File: src/rtl/csa_pipe.sv
// csa_pipe: two-stage pipelined carry-select adder with valid/ready handshakes.
// Stage 1 registers the low-half sum/carry and both high-half candidates;
// stage 2 picks the high half with the registered low carry.

// Half-width adder producing an (N+1)-bit result including carry out.
module csa_nib_add #(
    parameter int N = 4
) (
    input  logic [N-1:0] a,
    input  logic [N-1:0] b,
    input  logic         ci,
    output logic [N:0]   s
);
    assign s = {1'b0, a} + {1'b0, b} + {{N{1'b0}}, ci};
endmodule

module csa_pipe #(
    parameter int W = 8
) (
    input  logic         clk,
    input  logic         rst_n,
    input  logic         in_valid,
    output logic         in_ready,
    input  logic [W-1:0] a,
    input  logic [W-1:0] b,
    input  logic         cin,
    output logic         out_valid,
    input  logic         out_ready,
    output logic [W-1:0] sum,
    output logic         cout,
    output logic         ovf
);
    localparam int H = W / 2;

    // Stage-1 state
    logic         s1_valid;
    logic [H-1:0] lo_sum;
    logic         c_lo;
    logic [H:0]   hi0;
    logic [H:0]   hi1;
    logic         sa;
    logic         sb;

    // Combinational adders feeding stage 1
    logic [H:0] lo_d;
    logic [H:0] hi0_d;
    logic [H:0] hi1_d;

    csa_nib_add #(.N(H)) u_lo  (.a(a[H-1:0]), .b(b[H-1:0]), .ci(cin),  .s(lo_d));
    csa_nib_add #(.N(H)) u_hi0 (.a(a[W-1:H]), .b(b[W-1:H]), .ci(1'b0), .s(hi0_d));
    csa_nib_add #(.N(H)) u_hi1 (.a(a[W-1:H]), .b(b[W-1:H]), .ci(1'b1), .s(hi1_d));

    // Handshake: stage 2 can take new data if empty or draining this cycle
    logic s2_free;
    logic s1_adv;
    logic in_xfer;

    assign s2_free  = !out_valid || out_ready;
    assign s1_adv   = s1_valid && s2_free;
    assign in_ready = !s1_valid || s2_free;
    assign in_xfer  = in_valid && in_ready;

    // Carry-select mux: choose the high-half candidate by the registered low carry
    logic [H:0] hi_sel;
    always_comb begin
        hi_sel = c_lo ? hi1 : hi0;
    end

    // Stage 1: capture both high-half candidates and the low half on input transfer
    always_ff @(posedge clk or negedge rst_n) begin
        if (!rst_n) begin
            s1_valid <= 1'b0;
            lo_sum   <= '0;
            c_lo     <= 1'b0;
            hi0      <= '0;
            hi1      <= '0;
            sa       <= 1'b0;
            sb       <= 1'b0;
        end else begin
            if (in_xfer) begin
                s1_valid <= 1'b1;
                lo_sum   <= lo_d[H-1:0];
                c_lo     <= lo_d[H];
                hi0      <= hi0_d;
                hi1      <= hi1_d;
                sa       <= a[W-1];
                sb       <= b[W-1];
            end else if (s1_adv) begin
                s1_valid <= 1'b0;
            end
        end
    end

    // Stage 2: resolve the high half and present the result; holds while stalled
    always_ff @(posedge clk or negedge rst_n) begin
        if (!rst_n) begin
            out_valid <= 1'b0;
            sum       <= '0;
            cout      <= 1'b0;
            ovf       <= 1'b0;
        end else begin
            if (s1_adv) begin
                out_valid <= 1'b1;
                sum       <= {hi_sel[H-1:0], lo_sum};
                cout      <= hi_sel[H];
                ovf       <= (sa == sb) && (hi_sel[H-1] != sa);
            end else if (out_ready) begin
                out_valid <= 1'b0;
            end
        end
    end
endmodule

File: config.mk
export PLATFORM = sky130hd
export DESIGN_NAME = csa_pipe
export DESIGN_NICKNAME = d
export VERILOG_FILES = /design/src/rtl/csa_pipe.sv
export SDC_FILE = /design/constraint.sdc
export NUM_CORES = 1
export LEC_CHECK = 0
export ABC_AREA = 1
export ABC_CLOCK_PERIOD_IN_PS = 1380
export BUFFER_PORTS_ARGS = -buffer_cell sky130_fd_sc_hd__clkbuf_2
export CAP_MARGIN = 30
export CORE_ASPECT_RATIO = 0.6
export CORE_MARGIN = 2
export CORE_UTILIZATION = 53
export CTS_BUF_LIST = sky130_fd_sc_hd__clkbuf_16
export DETAILED_ROUTE_END_ITERATION = 8
export PLACE_DENSITY = 0.85
export REMOVE_ABC_BUFFERS = 1
export SETUP_SLACK_MARGIN = 0.05
export SLEW_MARGIN = 10
export SYNTH_ARGS = -nofsm -noshare
export SYNTH_HDL_FRONTEND = slang
export SYNTH_SLANG_ARGS = --single-unit
File: constraint.sdc
create_clock -name clk -period 1.38 [get_ports clk]
set_input_delay 0.069 -clock clk [delete_from_list [all_inputs] [get_ports clk]]
set_output_delay 0.069 -clock clk [all_outputs]
set_load 0.01 [all_outputs]
==> parameters.txt, run 1 <==
Parameter                              Value

Final layout
  Share of the core filled with cells in the final layout    0.6778
  Sequential Area    725.7 µm²
  Fillcell total    238
  Leading cell type in the layout, fill and taps excluded    nand2_1
  Synthesis-to-finish area growth    24.90%
  Area used by multi-input combinational logic    719.4 µm²
  Highest-count cells in the layout ignoring fill and taps    58 x nand2_1, 32 x clkbuf_2, 29 x dfrtp_1
  Non-filler instance count after layout    251
  Antenna diodes    0
  Number of nets in the layout    248
  Non-Filler Cell Area, Final    0.001908 mm²
  Share of post-route cells with drive strength above 1    0.2995

GRT
  Global-route total usage across every layer    0.2082
  Total gr overflow    0
  Pin count of the biggest net entering global routing    30
  First-pass GRT wire length    5037 µm
  Number of global-route vias before repair    1139
  Antenna violations before repair    0

Yosys
  Mapped cell area    0.001528 mm²
  Post-synth cell types    25
  Synthesized flop and latch total    29
  Yosys warning count    0
  Post-Synthesis Mean Instance Area    8.831 µm²
  Sequential share of the synthesized area    0.4750
  Post-synthesis instance total    173

Route
  DR top layer    met4
  Iteration count of the initial detailed-routing pass    4
  Vias after detailed routing    1285
  Detail Route met3 WL    177 µm
  Met1 Routed Length    1501 µm
  Per-cell routed wire length    12.41 µm
  Initial detailed-routing violation count    85
  Post-detailed-route DRC marker count    0
  Antenna-violating nets left    0
  Total met2 wirelength after detailed routing    1395 µm
  Via count normalized by instance count    5.120
  Detailed-route wire length    3116 µm

Clocking
  Max clock buf depth    2
  Clock Pin Slew Worst Setup and Hold Paths    0.05 ns
  CTS Sinks    29
  Clock tree from TritonCTS    built
  CTS HTree Levels    2
  Clock Tree Root    clkbuf_16
  Clock insertion delay at the later pin of the skew report    0.28 ns
  Inserted Clock Buffers    5

Power
  VDD IR-drop max    1.052 mV
  Leakage    1.004 nW
  Total power of the final layout    2.986 mW
  Power density over the cells    1565 mW/mm²

Worst setup path
  Peak per-stage delay on the critical path    0.56 ns
  Number of buffers and inverters on the critical path    2
  Timing endpoint of the critical path    hi1[4]
  Most common cell type on the critical path    nand3_1
  Top delay family on crit path    adder cells
  Crit path launch    a[4]
  Crit Path Category    in -> reg
  Startpoint type of the worst setup path    primary input
  Endpoint of the lowest-slack register-to-register path    hi1[3]
  Maximum fanout along the worst path    3
  Worst path slowest cell    fa_1
  Cell Chain, Critical Path    clkbuf_2 > ha_4 > fa_1 > ha_2 > inv_2 > nor2_4 > nand3_1 > nand2_1 > nand3_1
  Logic depth of the worst register-to-register path    6
  Worst flop-to-flop path startpoint    out_valid
  Endpoint class of the critical path    flip-flop
  R2R setup slack    0.20 ns
  Number of cells on the critical path    9
  Worst path arrival time    1.47 ns
  Worst Path Required    1.54 ns

Timing
  Setup tns final    0 ns
  Shortest clock period the worst path allows after layout    1.311 ns
  Transition at the pin with the smallest max-transition slack    0.3572 ns
  Worst slew slack as a fraction of its limit    0.7619
  Final setup viols    0
  Final period util    0.9500
  Pins over their slew limit    0
  RSZ-0062 raised after global routing    no
  Final clock skew    0.003388 ns
  Final Hold Slack    0.03110 ns
  Final hold vios    0
  Max Clk Rate    762.8 MHz
  Final Worst Setup Slack    0.06902 ns

Floorplanning
  Die span in y    45.59 µm
  Chip width    73.31 µm
  Floorplan Core Area    0.002815 mm²
  Core Rows    15
  Number of top-level pins    33
  Effective utilization at floorplan    0.5427
  Die outline area    0.003342 mm²

Place
  Input/output buffers    32
  Final HPWL DP    2190 µm
  Weighted congestion at the end of routability-driven global placement    0.7764
  Worst slack, placed    -0.2264 ns
  Placed inst area    0.001737 mm²
  Total placed cells including tap cells    241

Flow run
  Max_cap viols    0

Worst hold path
  Worst hold path type    in -> reg

Outcome
  Status    finished, final reports clean
## how the worst min path moves through the flow
stage	from	endpoint	slack (ns)	cells past startpoint
final	b[7]	sb	0.03	3
after global routing	b[7]	sb	0.07	3
after CTS	b[7]	sb	0.03	3
after detailed placement	rst_n	sa	0.09	2
after global placement	rst_n	sb	0.09	2
after floorplan	rst_n	c_lo	-0.23	0
## timing repair
action,in CTS,in global routing
setup endpoints to repair,0,1
hold buffers,1,0
hold endpoints to repair,29,0
gates resized for setup,0,4
setup buffers,0,1
## state kept, by name (all words and copies together) (netlist names), 4 cells and up
signal / flops
hi0: 5
sum: 8
lo_sum: 4
hi1: 5
## tightest hold or removal path: stages
cell,delay [ns]
clkbuf_2,0.09
nand2_1,0.05
o21ai_1,0.06
## cell families (layout without fill, tap and decap cells)
logic type / Yosys count / count (layout) / share of synthesized area
buffers and inverters: 19 / 63 / 0.06388
AOI/OAI and AO/OA: 24 / 24 / 0.09091
DFF: 29 / 29 / 0.4750
adders and majority gates: 11 / 11 / 0.1048
and+or+nand+nor: 90 / 90 / 0.2654
## synth_stat cells
master	instances	area (µm²)
nand2_1	58	217.7
dfrtp_1	29	725.7
inv_1	12	45.04
nand3_1	11	55.05
ha_1	8	100.1
nor2_1	8	30.03
o21ai_0	7	35.03
a21oi_1	5	25.02
a31oi_1	5	31.28
nand2_2	4	25.02
o21ai_1	4	20.02
buf_6	3	33.78
fa_1	3	60.06
nand3_2	3	30.03
inv_2	2	7.510
nor2_2	2	12.51
a22oi_1	1	7.510
buf_2	1	5.000
inv_4	1	6.260
nand2_4	1	11.26
nand4_1	1	6.260
nor2_4	1	11.26
o31ai_1	1	7.510
o31ai_2	1	12.51
or2_2	1	6.260
## final cells by class
type | instances | share of cell area
multi-input cells | 125 | 0.3770
inverters | 15 | 0.03082
well taps | 34 | 0.02230
clock inverters | 3 | 0.007213
repair buffers | 40 | 0.1167
flip-flops and latches | 29 | 0.3803
clock buffers | 5 | 0.06557
## layer usage
| layer | global-route usage | vias to the layer above |
|---|---|---|
| met2 | 0.2991 | 31 |
| met3 | 0.08186 | 7 |
| met4 | 0.07273 | 0 |
| met1 | 0.2896 | 596 |
| li1 | - | 651 |
| met5 | 0 | - |
## where the power goes
group,total (mW),internal (mW),switching [mW]
clock,1.02,0.652,0.365
sequential,1.20,1.07,0.128
combinational,0.770,0.320,0.451
(Power assumes the default switching activity.)
==> run 2: changes to the inputs <==
- CORE_UTILIZATION: 53 -> 55
- PLACE_DENSITY: 0.85 -> 0.86
- SYNTH_HIERARCHICAL: default -> 1
==> parameters.txt, run 2 <==
Parameter                              Value

Outcome
  Status    finished, final reports clean

Timing
  RSZ-0062 raised after global routing    no
  Setup tns final    0 ns (unchanged)
  Final hold vios    0 (unchanged)
  Final clock skew    0.002034 ns (-0.001353 ns)
  Pins over their slew limit    0 (unchanged)
  Final setup viols    0 (unchanged)
  Final period util    0.9133 (-0.03667)
  Shortest clock period the worst path allows after layout    1.260 ns (-0.05060 ns)
  Max Clk Rate    793.4 MHz (+4.0%)

Route
  Iteration count of the initial detailed-routing pass    4 (unchanged)
  Antenna-violating nets left    0 (unchanged)
  Via count normalized by instance count    4.964 (-3.0%)
  Met1 Routed Length    1784 µm (+19%)
  DR top layer    met4
  Per-cell routed wire length    12.38 µm (-0.27%)
  Detail Route met3 WL    311 µm (+76%)
  Vias after detailed routing    1514 (+18%)
  Initial detailed-routing violation count    121 (+42%)
  Total met2 wirelength after detailed routing    1668 µm (+20%)
  Post-detailed-route DRC marker count    0 (unchanged)
  Detailed-route wire length    3776 µm (+21%)

Yosys
  Sequential share of the synthesized area    0.4240 (-0.05104)
  Post-Synthesis Mean Instance Area    7.745 µm² (-12%)
  Proportion of netlist area held by the largest area contributor    0.4240 (-0.05104)
  Top flip-flop cell by instance count after synthesis    dfrtp_1
  EDFF count, synth    0 (unchanged)
  Library cell occupying the most area in the post-synthesis netlist    dfrtp_1
  Leading cell type by number of instances after synthesis    nand2_1
  Yosys warning count    6 (+6)
  Synthesized flop and latch total    29 (unchanged)
  Post-synth cell types    19 (-24%)
  Async set-reset flop share out of synthesis    1.000 (unchanged)
  Mapped cell area    0.001712 mm² (+12%)
  Synth area leaders    dfrtp_1 42%, nand2_1 22%, nand3_1 8.5%
  Top cells by count, synth    99 x nand2_1, 29 x dfrtp_1, 29 x nand3_1
  Post-synthesis instance total    221 (+28%)

Floorplanning
  Floorplan Core Area    0.002909 mm² (+3.3%)
  Die span in y    47.21 µm (+3.6%)
  Die outline area    0.003589 mm² (+7.4%)
  Number of top-level pins    33 (unchanged)
  Core Rows    15 (unchanged)
  Effective utilization at floorplan    0.5884 (+0.04572)
  Chip width    76.02 µm (+3.7%)

Final layout
  Leading cell type in the layout, fill and taps excluded    nand2_1
  Synthesis-to-finish area growth    21.71%
  Highest-count cells in the layout ignoring fill and taps    99 x nand2_1, 32 x clkbuf_2, 29 x nand3_1, 29 x dfrtp_1, 23 x inv_1
  Register containing the most flip-flops in the final layout    sum
  Flip-flop count of the largest register after layout    8 (unchanged)
  Largest registers    sum x8, hi0 x5, hi1 x5
  Share of post-route cells with drive strength above 1    0.1825 (-0.1170)
  Antenna diodes    0 (unchanged)
  Area used by multi-input combinational logic    852.1 µm² (+18%)
  Non-Filler Cell Area, Final    0.002083 mm² (+9.2%)
  Number of nets in the layout    299 (+21%)
  Fillcell total    229 (-3.8%)
  Sequential Area    725.7 µm² (unchanged)

GRT
  Pin count of the biggest net entering global routing    30 (unchanged)
  Number of global-route vias before repair    1365 (+20%)
  Global-route total usage across every layer    0.2372 (+0.02899)
  Antenna violations before repair    0 (unchanged)
  Total gr overflow    0 (unchanged)
  First-pass GRT wire length    6299 µm (+25%)

Clocking
  Clock insertion delay at the later pin of the skew report    0.27 ns (about the same)
  Clock Tree Root    clkbuf_16
  CTS Sinks    29 (unchanged)
  Max clock buf depth    2 (unchanged)
  Clock tree from TritonCTS    built
  Inserted Clock Buffers    5 (unchanged)
  Clock Pin Slew Worst Setup and Hold Paths    0.05 ns (about the same)
  CTS HTree Levels    2 (unchanged)

Worst setup path
  Peak per-stage delay on the critical path    0.38 ns (-0.18 ns)
  Cell Chain, Critical Path    nand3_1 > buf_4 > clkbuf_2
  Top delay family on crit path    flip-flops
  R2R setup slack    0.20 ns (about the same)
  Logic depth of the worst register-to-register path    4 (-2)
  Worst path slowest cell    dfrtp_1
  Startpoint type of the worst setup path    flip-flop
  Worst path arrival time    1.19 ns (-0.28 ns)
  Maximum fanout along the worst path    8 (+5)
  Endpoint class of the critical path    output pin
  Worst flop-to-flop path startpoint    out_valid
  Endpoint of the lowest-slack register-to-register path    hi1[0]
  Crit Path Category    reg -> out
  Number of buffers and inverters on the critical path    2 (unchanged)
  Worst Path Required    1.31 ns (-0.23 ns)

Power
  Power density over the cells    1443 mW/mm² (-7.8%)
  Reg power frac    0.403 (about the same)
  Sw frac    0.3199 (+0.003841)
  P_sw    0.9619 mW (+1.9%)
  Part of the total power dissipated in combinational logic    0.272 (+0.014)
  VDD IR-drop max    0.7756 mV (-26%)
  Leakage    1.222 nW (+22%)
  Proportion of power drawn by the clock network    0.325 (-0.015)
  Total power of the final layout    3.006 mW (+0.70%)
  Design internal power    2.045 mW (+0.13%)

Worst hold path
  Critical hold path startpoint    b[7]
  Worst hold path type    in -> reg
  End of the worst hold path    sb
  Hold path cells    3 (unchanged)

Place
  Placed inst area    0.001941 mm² (+12%)
  Input/output buffers    32 (unchanged)
  Final HPWL DP    2778 µm (+27%)
  Weighted congestion at the end of routability-driven global placement    0.8313 (+7.1%)

Flow run
  Max_cap viols    0 (unchanged)
==> run 2: kinds of logic (layout without fill, tap and decap cells) <==
family / Yosys count / count (layout) / share of synthesized area
simple gates: 133 / 133 / 0.3158
flops: 29 / 29 / 0.4240
compound gates: 9 / 9 / 0.02631
buf+inv: 30 / 72 / 0.07821
xor+xnor: 3 / 3 / 0.01535
other cells: 2 / 2 / 0.004388
fa+ha+maj: 15 / 15 / 0.1360
==> run 2: final cells by class <==
cell class                 instances  share of cell area
multi-input combinational        162              0.4090
clock buffer                       5             0.06006
sequential                        29              0.3483
timing repair buffer              41              0.1105
tap                               42             0.02523
clock inverter                     2            0.003604
inverter                          24             0.04324
==> run 2: power by group through the flow <==
stage / combinational (mW) / sequential [mW] / clock [mW]
floorplan: 0.444 / 1.24 / 0
global placement: 0.781 / 1.21 / 0
detailed placement: 0.809 / 1.21 / 0
CTS: 0.823 / 1.21 / 0.974
global route: 0.935 / 1.23 / 1.03
finish: 0.819 / 1.21 / 0.977
==> run 2: layer usage <==
metal / global-route usage / vias up
li1: - / 762
met1: 0.3251 / 692
met2: 0.3857 / 58
met3: 0.08462 / 2
met4: 0.03273 / 0
met5: 0 / -
==> run 2: worst register-to-register path, stage by stage, from the launching register on <==
cell     delay [ns]
dfrtp_1        0.40
nand3_1        0.19
nand2_2        0.26
nand2_1        0.14
nand2_1        0.08
==> run 2: per-stage QoR <==
step / worst slack [ns] / hold WS, ns / utilization / cells
2_1_floorplan: -0.07739 / -0.2266 / - / 215
3_3_place_gp: 0.02500 / 0.08845 / 0.6671 / 297
6_report: 0.1196 / 0.07091 / 0.7161 / 305
5_1_grt: 0.09366 / 0.08140 / 0.7161 / 305
3_5_place_dp: -0.02532 / 0.08905 / 0.6671 / 297
4_1_cts: 0.1434 / 0.07207 / 0.7161 / 305
==> run 2: worst max-delay path by stage <==
| stage | from | endpoint | slack [ns] | cells after the start |
|---|---|---|---|---|
| 6_report | out_valid | in_ready | 0.12 | 3 |
| 5_1_grt | out_valid | in_ready | 0.09 | 3 |
| 4_1_cts | out_valid | in_ready | 0.14 | 3 |
| 3_5_place_dp | a[0] | lo_sum[1] | -0.03 | 7 |
| 3_3_place_gp | a[4] | hi1[1] | 0.03 | 7 |
| 2_1_floorplan | out_valid | s1_valid | -0.08 | 3 |
==> run 2: timing repair <==
action,4_1_cts,5_1_grt
resized for setup,0,0
setup buffers,0,0
hold endpoints to repair,29,0
hold buffers,1,0
